==> config.mk <==
export PLATFORM = sky130hd
export DESIGN_NAME = cdma_despreader
export DESIGN_NICKNAME = d
export VERILOG_FILES = /design/src/rtl/cdma_despreader.sv
export SDC_FILE = /design/constraint.sdc
export NUM_CORES = 1
export LEC_CHECK = 0
export CORE_MARGIN = 2
export CORE_UTILIZATION = 58
export DETAILED_ROUTE_END_ITERATION = 8
export PLACE_DENSITY = 0.85
export RECOVER_POWER = 25
export SLEW_MARGIN = 10
export SYNTH_ARGS = -nofsm -noshare
export SYNTH_HDL_FRONTEND = slang
export SYNTH_SLANG_ARGS = --single-unit
==> constraint.sdc <==
create_clock -name clk -period 10.4 [get_ports clk]
set_clock_uncertainty 0.2 [all_clocks]
set_input_delay 2.08 -clock clk [delete_from_list [all_inputs] [get_ports clk]]
set_output_delay 2.08 -clock clk [all_outputs]
set_load 0.01 [all_outputs]
==> src/rtl/cdma_despreader.sv <==
// ---------------------------------------------------------------------------
// cdma_despreader
//   Receive-side correlator for one crossbar output port. Each accepted chip
//   of the summed channel value is added to (code bit 0) or subtracted from
//   (code bit 1) a signed accumulator. After CODE_WIDTH chips the sum is
//   divided by CODE_WIDTH with an arithmetic shift, which recovers this
//   port's signed data word. The word is held in a valid/ready output
//   register.
//
// Ports
//   clk          clock
//   rst          synchronous reset, active-high
//   sum_valid    sum carries a valid chip this cycle
//   frame_start  qualified by sum_valid; marks chip 0 of a frame
//   sum          signed channel sum, DATA_WIDTH+LOG_CODE_WIDTH bits
//   code         spreading code, captured on an accepted frame_start
//   data_out     recovered signed data word
//   out_valid    data_out valid; held until out_ready
//   out_ready    downstream accepts data_out
//   overrun      1-cycle pulse: a completed result was dropped
//   frame_err    1-cycle pulse: frame_start arrived mid-frame
//
// Configuration macro
//   CDMA_DESPREAD_SAT_EN  defined: the shifted result saturates to the signed
//                         DATA_WIDTH range; undefined: low DATA_WIDTH bits.
// ---------------------------------------------------------------------------
module cdma_despreader #(
    parameter int DATA_WIDTH     = 8,
    parameter int CODE_WIDTH     = 8,
    parameter int LOG_CODE_WIDTH = 3
) (
    input  logic                                 clk,
    input  logic                                 rst,
    input  logic                                 sum_valid,
    input  logic                                 frame_start,
    input  logic [DATA_WIDTH+LOG_CODE_WIDTH-1:0] sum,
    input  logic [CODE_WIDTH-1:0]                code,
    output logic [DATA_WIDTH-1:0]                data_out,
    output logic                                 out_valid,
    input  logic                                 out_ready,
    output logic                                 overrun,
    output logic                                 frame_err
);

    localparam int SUM_W = DATA_WIDTH + LOG_CODE_WIDTH;
    // CODE_WIDTH chips of a SUM_W-bit value plus one sign bit of headroom:
    // the accumulator can never overflow.
    localparam int ACC_W = DATA_WIDTH + 2 * LOG_CODE_WIDTH + 1;

    localparam logic [0:0] IDLE  = 1'b0;
    localparam logic [0:0] ACCUM = 1'b1;

    localparam logic [LOG_CODE_WIDTH-1:0] LAST_CHIP = LOG_CODE_WIDTH'(CODE_WIDTH - 1);

    logic [0:0]                state;
    logic [LOG_CODE_WIDTH-1:0] chip_idx;
    logic [CODE_WIDTH-1:0]     code_q;
    logic signed [ACC_W-1:0]   acc;

    logic                      restart;
    logic                      chip_neg;
    logic                      final_chip;
    logic                      complete;
    logic signed [ACC_W-1:0]   sum_ext;
    logic signed [ACC_W-1:0]   term;
    logic signed [ACC_W-1:0]   acc_sum;
    logic signed [ACC_W-1:0]   shifted;
    logic [DATA_WIDTH-1:0]     result;

`ifdef CDMA_DESPREAD_SAT_EN
    localparam logic signed [ACC_W-1:0] SAT_MAX = ACC_W'((1 << (DATA_WIDTH - 1)) - 1);
    localparam logic signed [ACC_W-1:0] SAT_MIN = -SAT_MAX - ACC_W'(1);
`endif

    assign sum_ext = {{(ACC_W - SUM_W){sum[SUM_W-1]}}, sum};

    // Any accepted frame_start (from IDLE or mid-frame) begins a new frame
    // whose chip 0 is weighted by the live code input, not code_q.
    assign restart    = sum_valid && frame_start;
    assign final_chip = (state == ACCUM) && (chip_idx == LAST_CHIP);
    assign complete   = sum_valid && !frame_start && final_chip;

    // NOTE: every always_comb output gets a value on every path (defaults
    // first), so no latch can be inferred.
    always_comb begin
        chip_neg = code_q[chip_idx];
        if (state == IDLE || frame_start) begin
            chip_neg = code[0];
        end
        term    = chip_neg ? -sum_ext : sum_ext;
        acc_sum = acc + term;
        shifted = acc_sum >>> LOG_CODE_WIDTH;
`ifdef CDMA_DESPREAD_SAT_EN
        if (shifted > SAT_MAX) begin
            result = SAT_MAX[DATA_WIDTH-1:0];
        end else if (shifted < SAT_MIN) begin
            result = SAT_MIN[DATA_WIDTH-1:0];
        end else begin
            result = DATA_WIDTH'(shifted);
        end
`else
        result = DATA_WIDTH'(shifted);
`endif
    end

    // NOTE: sequential state uses non-blocking assignments only, so every
    // register samples the pre-edge values of the others.
    always_ff @(posedge clk) begin
        if (rst) begin
            state     <= IDLE;
            chip_idx  <= '0;
            acc       <= '0;
            code_q    <= '0;
            data_out  <= '0;
            out_valid <= 1'b0;
            overrun   <= 1'b0;
            frame_err <= 1'b0;
        end else begin
            overrun   <= 1'b0;
            frame_err <= 1'b0;

            // Output register: a completing frame wins over the handshake
            // clear; if the held word is not being taken, drop the new one.
            if (complete) begin
                if (!out_valid || out_ready) begin
                    data_out  <= result;
                    out_valid <= 1'b1;
                end else begin
                    overrun <= 1'b1;
                end
            end else if (out_valid && out_ready) begin
                out_valid <= 1'b0;
            end

            if (restart) begin
                // A mid-frame start (including on the final chip) abandons
                // the partial sum.
                if (state == ACCUM) begin
                    frame_err <= 1'b1;
                end
                state    <= ACCUM;
                code_q   <= code;
                acc      <= term;
                chip_idx <= LOG_CODE_WIDTH'(1);
            end else if (sum_valid && state == ACCUM) begin
                if (final_chip) begin
                    state    <= IDLE;
                    chip_idx <= '0;
                    acc      <= '0;
                end else begin
                    acc      <= acc_sum;
                    chip_idx <= chip_idx + LOG_CODE_WIDTH'(1);
                end
            end
        end
    end

endmodule

# Yosys cells after proc, flatten, opt, wreduce, memory -nomap -nowiden
# Cells that the tools add are included.
classes:
  n_bitwise: 3
  mux: 18
  add_sub_neg: 3
  n_lt_le_gt_ge: 1
  reduce_logical: 19
  n_eq_ne: 2
ops:
  columns: ["op", "count"]
  rows:
  - ["2-to-1 mux 15 bit", 4]
  - ["adder 15 bit", 1]
  - ["negation 11 -> 15 bit", 1]
  - ["2-to-1 mux 1 bit", 12]
  - ["logical AND 1 bit", 6]
  - ["AND reduction 2 bit", 3]
  - ["nonzero test 2 bit", 3]
  - ["OR reduction 2 bit", 3]
  - ["< comparator 3 x 4 -> 1 bit, second input constant", 1]
  - ["adder 3 x 1 -> 3 bit, second input constant", 1]
  - ["binary-select mux 1 bit (select 3 bit)", 1]
  - ["== test 3 bit, second input constant", 1]
  - ["2-to-1 mux 3 bit", 1]
  - ["NOT 1 bit", 3]
  - ["logical NOT 1 bit", 2]
  - ["logical OR 1 bit", 2]
  - ["inequality test 2 x 1 -> 1 bit, second input constant", 1]
totals:
  wordCells: 55
  in_bits: 24
  ff_bits: 38

# Logic depth before layout (Yosys ltp)
depth:
  depth_word: 8
  ltp_mapped: 13
  ltp_nobuf: 13

# Least setup slack after synthesis
# No wires, ideal clock.
synth_path:
  kind: "input port to flip-flop"
  start: "in frame_start"
  end: "reg data_out[7]"
  setup_time_ps: 122
  t_arrival_ps: 4350
  path_stages: 12
  setup_slack_ps: 5728
  path_cell_list: "nor2b_1 -> buf_2 -> nor2_1 -> a21o_4 -> mux2i_1 -> fa_1 -> nand2b_1 -> a21oi_1 -> a21o_1 -> a31oi_1 -> and4_1 -> a311o_1"
synth_between:
  elab_chain_cells: 4
synth_lines:
  columns: ["element", "line", "rtl"]
  rows:
  - ["start, declared", "35", "input logic frame_start,"]
  - ["logical OR 1 bit or logical NOT 1 bit (tied branches)", "87, 81", null]
  - ["2-to-1 mux 1 bit or logical AND 1 bit (tied branches)", "87, 81", null]
  - ["2-to-1 mux 15 bit or logical AND 1 bit (tied branches)", "90, 81", null]
  - ["adder 15 bit or AND reduction 2 bit (tied branches)", null, null]
  - ["end signal, assigned", "126", "data_out <= result;"]
  - ["end, declared", "38", "output logic [DATA_WIDTH-1:0] data_out,"]
# Several ways; a longest one is shown, not always the timed one.
# A chain may end at the register's enable or synchronous reset.

# Final worst setup path
# Ends and elaborated chain as after synthesis.

==> flow_metrics.tcl <==
set metrics [dict create \
    outcome "complete, no violations" \
    grt_pass1_vias 1874 \
    track_usage_pct 25.5 \
    total_power_mw 0.365 \
    fp.dieArea_um2 4300 \
    hp-class "reg -> reg" \
    dpl.cell_count 341 \
    r2r_cells 11 \
    diodes 0 \
    critical_path_class "in -> reg" \
    period_share_pct 53.2 \
    setup_viol 0 \
    final_util_pct 72.6 \
    insertion_delay_ps 280 \
    maxCapViolCount 0 \
    final_nets 338 \
    drtIter0Drc 137 \
    tightest_slew_ps 828 \
    antenna_found_initial 0 \
    cellPowerDensity_nw_per_um2 138 \
    max-vdd-ir-drop_v 0.000112 \
    overflow 0 \
    die_x_um 65.6 \
    cts_inserted_buffers 5 \
    ff_latch_area_um2 681 \
    most-common-layout-cells "nand2_1, a21oi_1, dfxtp_1, clkdlybuf4s50_1, nor2_1" \
    post_drt_wl_per_cell_um 14.3 \
    post_cts_buffers 0 \
    drcViolationCount 0 \
    r2r_slack_ps 6690 \
    synth.net_count 310 \
    clock-sinks 34 \
    path_clk_slew_ps 60 \
    slew_violations 0 \
    place_congestion 0.936 \
    cts-resized-gates 0 \
    fin_ws_ps 4870 \
    drt_pass1_iterations 5 \
    drtAntennaViolNets 0 \
    nFillCells 279 \
    syn-cell-area_um2 2200 \
    htree_levels 2 \
    fmax_mhz 181 \
    area_growth_pct 20.9 \
    drive_gt1_share_pct 4.98 \
    crit_path_start_kind "input pin" \
    crit_required_ps 10370 \
    period_needed_ps 5530 \
    fin_tns_setup_ps 0 \
    synth_warnings 0 \
    fp.dieH_um 65.6 \
    hold_viol_final 0 \
    cp.arrival_ps 5500 \
    final_cell_count_no_fill 349 \
    synth_edf_count 0 \
    cts_tree "yes" \
    slew_headroom_pct 44.8 \
    rows 22 \
    numPortBuffers 34 \
    vias 2042 \
    initial_utilization_pct 60.0 \
    dpl.hpwl_mm 3.71 \
    core_area_um2 3660 \
    whs_ps 249 \
    hold_buffers 0 \
    worstHoldPathCells 2 \
    dpl_cell_area_um2 2550 \
    drt-total-wl_mm 4.99 \
    final_area_um2 2660 \
    cts_buffer_depth 2 \
    ys_types 51 \
    grt_pass1_wl_mm 8.44 \
    final_common_cell "nand2_1" \
    endpoint_kind "flop" \
    async_flop_share_pct 0 \
    multi_input_area_um2 1430 \
    synth_flop_cell "dfxtp_1" \
    crit_fanout 9 \
    rsz0062_at_grt "false" \
    syn_inst 272 \
    pre_cts_slack_ps 4640 \
    root_buffer "clkbuf_8" \
    leakage_nw 1.07 \
    vias_per_cell 5.85 \
    seq_area_frac_synth_pct 31.0 \
    syn_avg_cell_area_um2 8.08 \
    ys_ff_latch 34 \
    ios 35 \
    grt_max_degree 36 \
]
==> routing by layer <==
layer	track usage (%)	vias up	share of wire, %
met3	4.79	11	4.3
met2	44.0	50	50
met5	0	-	0
met4	8.07	0	1.9
met1	32.0	951	44
li1	-	1030	-
==> state kept, by name, indices dropped and copies added, names as in the netlist <==
name	flops
code_q	8
chip_idx	3
frame_err	1
state	1
out_valid	1
overrun	1
data_out	8
acc	11
==> power by group <==
group          switching [mW]  internal, mW
Clock                  0.0456        0.0716
Sequential            0.00477         0.138
Combinational          0.0598        0.0458
==> cell usage after synthesis, drive strengths merged, types with 5 or more instances <==
cell type / number / area [um2]
a21oi: 35 / 175
inv: 8 / 30.0
nor2: 19 / 71.3
clkbuf: 11 / 41.3
a21o: 8 / 67.6
o21ai: 7 / 35.0
a211oi: 7 / 57.6
xnor2: 6 / 60.1
dfxtp: 34 / 681
xor2: 12 / 105
nand2: 43 / 161
ha: 13 / 163
nor3: 5 / 25.0
==> worst max-delay path, cell delays in order <==
cell and delay [ps]:
clkdlybuf4s50_1 510, nor2b_1 530, nor2_1 230, a21o_4 270, mux2i_1 170, fa_1 440
nand2b_1 160, a21oi_1 270, a21o_1 190, a31oi_1 150, and4_1 240, a311o_1 260
==> path summary, 6_finish.rpt <==
| kind | start | end |
|---|---|---|
| max | frame_start | data_out[7] |
| min | data_out[3] | data_out[3] |
| max reg2reg | chip_idx[0] | data_out[7] |
| min reg2reg | data_out[3] | data_out[3] |
==> cell type report <==
type	instances	share of cell area, %
Clock buffer	7	2.87
Clock inverter	1	1.13
Inverter	8	1.13
Multi-Input combinational cell	216	53.9
Sequential cell	34	25.6
Tap cell	48	2.26
Timing Repair Buffer	35	13.1
==> logic make-up after synthesis <==
kind of cell    count (synthesis)  share of synthesized area, %
compound gates                 77                          22.8
xor+xnor                       18                          7.51
fa+ha+maj                      14                          8.31
buf+inv                        22                          3.87
flops                          34                          31.0
mux                             5                          4.33
simple gates                  102                          22.3
(Power assumes the default switching activity.)
